<file path="config.mk">
export PLATFORM = sky130hd
export DESIGN_NAME = pipebomb_mc_ingress
export DESIGN_NICKNAME = d
export VERILOG_FILES = /design/src/rtl/pipebomb_pkg.sv /design/src/rtl/pipebomb_mc_ingress_msg_fifo.sv /design/src/rtl/pipebomb_mc_ingress.sv
export SDC_FILE = /design/constraint.sdc
export NUM_CORES = 2
export LEC_CHECK = 0
export BUFFER_PORTS_ARGS = -buffer_cell sky130_fd_sc_hd__buf_2
export CAP_MARGIN = 0
export CORE_AREA = 2 2 455 457
export CTS_CLUSTER_DIAMETER = 120
export DETAILED_ROUTE_END_ITERATION = 12
export DIE_AREA = 0 0 457 459
export PLACE_DENSITY_LB_ADDON = 0.1
export SYNTH_ARGS = -nofsm -noshare
export SYNTH_HDL_FRONTEND = slang
export SYNTH_HIERARCHICAL = 1
export SYNTH_SLANG_ARGS = --single-unit
</file>
<file path="constraint.sdc">
create_clock -name clk -period 4.8 [get_ports clk]
set_input_delay 0.72 -clock clk [delete_from_list [all_inputs] [get_ports clk]]
set_output_delay 0.72 -clock clk [all_outputs]
set_load 0.01 [all_outputs]
</file>
<file path="src/rtl/pipebomb_pkg.sv">
// rtl/pipebomb_pkg.sv - shared ITCH instruction types and ingress arbiter types
package pipebomb_pkg;

    typedef enum logic [3:0] {
        ITCH_NOP    = 4'h0,
        ITCH_ADD    = 4'h1,
        ITCH_EXEC   = 4'h2,
        ITCH_CANCEL = 4'h3,
        ITCH_DELETE = 4'h4
    } opcode_t;

    typedef struct packed {
        logic          valid;
        opcode_t       opcode;
        logic          last_in_bundle;
        logic [15:0]   payload;
    } inst_t;

    // Two-state ingress FSM, kept as plain constants for legacy tools.
    typedef logic [0:0] ingress_state_t;
    localparam ingress_state_t IDLE = 1'b0;
    localparam ingress_state_t LOCK = 1'b1;

    typedef struct packed {
        inst_t       d;
        logic [3:0]  chan;
    } out_beat_t;

    // Channel index visited at scan position off when the scan starts at base.
    function automatic int rr_index(input int base, input int off, input int n);
        return (base + off) % n;
    endfunction

endpackage

</file>
<file path="src/rtl/pipebomb_mc_ingress_msg_fifo.sv">
// rtl/pipebomb_mc_ingress_msg_fifo.sv - per-channel message FIFO with one-cycle write-to-read latency
module msg_fifo #(
    parameter type T     = logic [7:0],
    parameter int  DEPTH = 32
) (
    input  logic clk,
    input  logic rstn,
    input  logic push,
    input  T     din,
    output logic full,
    input  logic pop,
    output T     dout,
    output logic empty,
    output logic overflow
);
    localparam int AW = $clog2(DEPTH);

    T           mem_q [DEPTH];
    logic [AW:0] wr_q, wr_d, rd_q, rd_d, wr_vis_q, wr_vis_d;
    logic        do_push, do_pop;

    // Full uses the live write pointer; empty uses the delayed one so a new
    // entry only becomes poppable the cycle after it was written.
    always_comb begin
        full     = (wr_q[AW] != rd_q[AW]) && (wr_q[AW-1:0] == rd_q[AW-1:0]);
        empty    = (wr_vis_q == rd_q);
        do_push  = push && !full;
        do_pop   = pop && !empty;
        overflow = push && full;
        dout     = mem_q[rd_q[AW-1:0]];
        wr_d     = do_push ? wr_q + 1'b1 : wr_q;
        rd_d     = do_pop ? rd_q + 1'b1 : rd_q;
        wr_vis_d = wr_q;
    end

    // Pointer registers; reset flushes the queue.
    always_ff @(posedge clk or negedge rstn) begin
        if (!rstn) begin
            wr_q     <= '0;
            rd_q     <= '0;
            wr_vis_q <= '0;
        end else begin
            wr_q     <= wr_d;
            rd_q     <= rd_d;
            wr_vis_q <= wr_vis_d;
        end
    end

    // Storage array, no reset needed.
    always_ff @(posedge clk) begin
        if (do_push) mem_q[wr_q[AW-1:0]] <= din;
    end

endmodule

</file>
<file path="src/rtl/pipebomb_mc_ingress.sv">
// rtl/pipebomb_mc_ingress.sv - multi-channel bundle-granular round-robin ingress arbiter
module pipebomb_mc_ingress
    import pipebomb_pkg::*;
#(
    parameter int N_CHAN     = 4,
    parameter int FIFO_DEPTH = 32,
    parameter bit DROP_NOP   = 1'b1,
    parameter int TIMEOUT    = 255,
    localparam int CW        = (N_CHAN > 1) ? $clog2(N_CHAN) : 1,
    localparam int IW        = $bits(inst_t)
) (
    input  logic                 clk,
    input  logic                 rst,
    input  logic [N_CHAN-1:0]    s_v,
    output logic [N_CHAN-1:0]    s_r,
    input  logic [N_CHAN*IW-1:0] s_inst,
    output logic                 m_v,
    input  logic                 m_r,
    output inst_t                m_d,
    output logic [CW-1:0]        m_chan,
    output logic                 bundle_abort,
    output logic [CW-1:0]        abort_chan,
    output logic [31:0]          nop_drop_cnt
);
    logic [N_CHAN-1:0] fifo_full, fifo_empty, fifo_push, fifo_pop;
    inst_t             fifo_dout [N_CHAN];

    ingress_state_t state_q, state_d;
    logic [CW-1:0]  grant_q, grant_d, rr_q, rr_d, abort_chan_q, abort_chan_d;
    logic [15:0]    idle_cnt_q, idle_cnt_d;
    logic           out_v_q, out_v_d, abort_q, abort_d;
    out_beat_t      out_beat_q, out_beat_d;
    logic [31:0]    nop_cnt_q, nop_cnt_d;

    logic           scan_found, pop, head_empty;
    logic [CW-1:0]  scan_idx, next_rr;
    inst_t          head;

    assign s_r       = ~fifo_full & {N_CHAN{~rst}};
    assign fifo_push = s_v & s_r;

    for (genvar c = 0; c < N_CHAN; c++) begin : g_fifo
        msg_fifo #(.T(inst_t), .DEPTH(FIFO_DEPTH)) u_fifo (
            .clk      (clk),
            .rstn     (~rst),
            .push     (fifo_push[c]),
            .din      (s_inst[c*IW +: IW]),
            .full     (fifo_full[c]),
            .pop      (fifo_pop[c]),
            .dout     (fifo_dout[c]),
            .empty    (fifo_empty[c]),
            .overflow ()
        );
    end

    // First non-empty channel at or after the round-robin pointer.
    always_comb begin
        scan_found = 1'b0;
        scan_idx   = rr_q;
        for (int i = 0; i < N_CHAN; i++) begin
            if (!scan_found && !fifo_empty[CW'(rr_index(int'(rr_q), i, N_CHAN))]) begin
                scan_found = 1'b1;
                scan_idx   = CW'(rr_index(int'(rr_q), i, N_CHAN));
            end
        end
    end

    // Arbiter FSM, drop filter, output register, idle timeout and counters.
    always_comb begin
        state_d      = state_q;
        grant_d      = grant_q;
        rr_d         = rr_q;
        idle_cnt_d   = idle_cnt_q;
        out_v_d      = out_v_q;
        out_beat_d   = out_beat_q;
        abort_d      = 1'b0;
        abort_chan_d = abort_chan_q;
        nop_cnt_d    = nop_cnt_q;
        pop          = 1'b0;
        fifo_pop     = '0;
        head         = fifo_dout[grant_q];
        head_empty   = fifo_empty[grant_q];
        next_rr      = (grant_q == CW'(N_CHAN - 1)) ? '0 : grant_q + 1'b1;

        if (out_v_q && m_r) out_v_d = 1'b0;

        case (state_q)
            IDLE: begin
                if (scan_found) begin
                    grant_d    = scan_idx;
                    state_d    = LOCK;
                    idle_cnt_d = '0;
                end
            end
            LOCK: begin
                if (!head_empty && (!out_v_q || m_r)) begin
                    pop               = 1'b1;
                    fifo_pop[grant_q] = 1'b1;
                    idle_cnt_d        = '0;
                    if (DROP_NOP && !head.last_in_bundle &&
                        (head.opcode == ITCH_NOP || !head.valid)) begin
                        if (nop_cnt_q != 32'hFFFF_FFFF) nop_cnt_d = nop_cnt_q + 32'd1;
                    end else begin
                        out_v_d         = 1'b1;
                        out_beat_d.d    = head;
                        out_beat_d.chan = 4'(grant_q);
                    end
                    if (head.last_in_bundle) begin
                        state_d = IDLE;
                        rr_d    = next_rr;
                    end
                end else if (head_empty) begin
                    idle_cnt_d = (idle_cnt_q == 16'hFFFF) ? idle_cnt_q : idle_cnt_q + 16'd1;
                    if ({1'b0, idle_cnt_q} + 17'd1 >= 17'(TIMEOUT)) begin
                        abort_d      = 1'b1;
                        abort_chan_d = grant_q;
                        state_d      = IDLE;
                        rr_d         = next_rr;
                        idle_cnt_d   = '0;
                    end
                end
            end
            default: state_d = IDLE;
        endcase
    end

    // State registers; reset drops any in-flight beat without an abort pulse.
    always_ff @(posedge clk or posedge rst) begin
        if (rst) begin
            state_q      <= IDLE;
            grant_q      <= '0;
            rr_q         <= '0;
            idle_cnt_q   <= '0;
            out_v_q      <= 1'b0;
            out_beat_q   <= '0;
            abort_q      <= 1'b0;
            abort_chan_q <= '0;
            nop_cnt_q    <= '0;
        end else begin
            state_q      <= state_d;
            grant_q      <= grant_d;
            rr_q         <= rr_d;
            idle_cnt_q   <= idle_cnt_d;
            out_v_q      <= out_v_d;
            out_beat_q   <= out_beat_d;
            abort_q      <= abort_d;
            abort_chan_q <= abort_chan_d;
            nop_cnt_q    <= nop_cnt_d;
        end
    end

    assign m_v          = out_v_q;
    assign m_d          = out_beat_q.d;
    assign m_chan       = CW'(out_beat_q.chan);
    assign bundle_abort = abort_q;
    assign abort_chan   = abort_chan_q;
    assign nop_drop_cnt = nop_cnt_q;

endmodule

</file>
==> metrics.txt <==
status=completed; crit path from=g_fifo[3].u_fifo/rd_q[0]; final worst path period share=94.56%; Die ar.=0.2098 sq mm; f_max=about 220 MHz; Iter 0 DRT Violations=6889; WS Path Type=register to register; hold buffer count at cts=0; Synth Cell Area=0.1162 sq mm; final setup TNS=0 ns; dpl hpwl=175.5 mm; Die H=459 um; die width=457 um; # IOs=approximately 160; Arrival @ worst endpoint=5.37 ns; routed len/inst=between 30 and 40 um; CP Capture Type=register; GRT overflow=0; CTS buffer count=~320; DRC=0; GP Congestion=slightly above 0.8; Startpoint Class=register; RSZ-0062 raised after global routing=no; initial antenna violation count=24; synthesized area per cell=19.70 sq um; worst hold path class=primary input to register; post-layout util=63.82%; area of the multi-input gates=0.02598 sq mm; fraction of layout cells with a size suffix above 1=22.36%; # port buffers=158; CP Capture Point=nop_drop_cnt[22]; R2R depth=9; GRT Total Usage=27.91%; post-DR vias/cell=6.427; R2R Path End=nop_drop_cnt[22]; Cells after Synth=a little under 6000; number of global-route vias before repair=58880; CP required=~5.6 ns; global-route wire length before repair=421.9 mm; Max Buffers Root-to-Sink=4; H-tree depth=5; CTS root buffer=clkbuf_16; Final Hold Fails=0; WL final=292.1 mm; R2R setup slack=0.26 ns; CTS tree=yes; Synth-to-Final Area Change=12.92%; Reg-to-Reg Start=g_fifo[3].u_fifo/rd_q[0]; core area=~0.21 sq mm; Clock Pin Slew Worst Setup and Hold Paths=0.06 ns; Pleak=43.50 nW; power density cells=roughly 570 mW/mm^2; Nets=6458; via count=around 60000; Max-Cap Viols=0; CP max FO=15; Worst-Margin Slew=1.311 ns; Slew Viols, Final=0; largest net degree at the start of global routing=95; Clock Latency Late Sink=~0.94 ns; Clock Skew=0.04052 ns; Pre-antenna DRT Iters=6; VDD IR max=approximately 0.00042 V; Sequential Area=0.08844 sq mm; initial core utilization=around 57%; Core Rows=167; synthesized net count=between 6000 and 7000; Setup violations, final=0; Filler Cell Count=14150; Post-DRT Antenna Nets=0; Clock Sinks=2969; slew margin rel.=12.25%; yosys warns=6; Tmin final=roughly 4.5 ns
==> cells in the final DEF (no fill, tap or decap), drive strengths merged, types with 36 or more instances in the layout <==
cell type,instances
clkinv,104
a221oi,176
nor2,141
buf,480
xnor2,105
a21oi,94
o21ai,198
mux2i,705
clkbuf,414
o22ai,91
a22oi,88
edfxtp,2816
mux4,375
and2,36
nand2,53
dfrtp,153
o221ai,89
a211oi,91
==> worst max-delay path, stage by stage (launching register included) <==
cell and delay (ns):
dfrtp_4 0.62, mux4_2 0.54, a211oi_1 0.57, a22oi_1 0.40, mux4_2 0.57, or4_4 0.60
a21oi_4 0.30, nand4_2 0.34, nor3_1 0.31, xor2_1 0.16
==> power by group <==
part | total (mW) | switching (mW) | internal, mW
clock network | 23.2 | 9.53 | 13.6
registers | 30.8 | 1.24 | 29.5
logic | 20.9 | 12.4 | 8.42
==> routing by layer <==
| layer | track usage, % | routed length, um |
|---|---|---|
| met3 | 5.243 | 23810 |
| met5 | 0 | 103 |
| met4 | 8.793 | 9408 |
| met1 | 40.75 | 122100 |
| met2 | 43.19 | 136700 |
==> area by class of cell <==
cell class | count | share of cell area (%)
tap | 2704 | 2.578
clock buffer | 414 | 6.505
timing repair buffer | 480 | 2.731
sequential | 2969 | 67.39
antenna | 14 | 0.02670
clock inverter | 132 | 0.8915
inverter | 26 | 0.07723
multi-input combinational | 2544 | 19.80
==> worst min path at each step <==
stage	startpoint	endpoint	slack, ns	depth (start not counted)
final	m_r	m_v	0.27	4
after floorplan	g_fifo[0].u_fifo/wr_q[2]	g_fifo[0].u_fifo/wr_vis_q[2]	0.35	0
after CTS	m_r	m_v	0.20	4
after detailed placement	g_fifo[3].u_fifo/wr_q[5]	g_fifo[3].u_fifo/wr_vis_q[5]	0.43	0
after global placement	g_fifo[0].u_fifo/wr_q[5]	g_fifo[0].u_fifo/wr_vis_q[5]	0.42	0
after global routing	m_r	m_v	0.25	4
==> metrics by stage <==
stage	area, sq um	power (mW)	hold slack (ns)	instances	setup WS (ns)
global route	131200	77.46	0.2506	9275	0.04842
CTS	131200	75.29	0.2029	9268	0.2180
global placement	121500	52.01	0.4219	8722	0.2330
detailed placement	121500	52.24	0.4294	8722	0.2491
finish	131200	74.79	0.2728	9283	0.2610
floorplan	116200	44.53	0.3487	5898	0.7495
==> timing repair <==
item                                    4_1_cts  5_1_grt
resized for setup                             0        1
endpoints found under the setup margin        0        6
hold endpoints to repair                      0        0
setup buffers                                 0        1
==> flip-flops by register name, indices dropped and copies added (netlist names) <==
name and flops:
bundle_abort 1, nop_drop_cnt 32, abort_chan 2, rr_q 2
grant_q 2, g_fifo.u_fifo/wr_vis_q 24, idle_cnt_q 16, m_chan 2
state_q 1, m_d 22, g_fifo.u_fifo/wr_q 24, g_fifo.u_fifo/mem_q 2816
m_v 1, g_fifo.u_fifo/rd_q 24
Power figures use the tool's default switching activity.
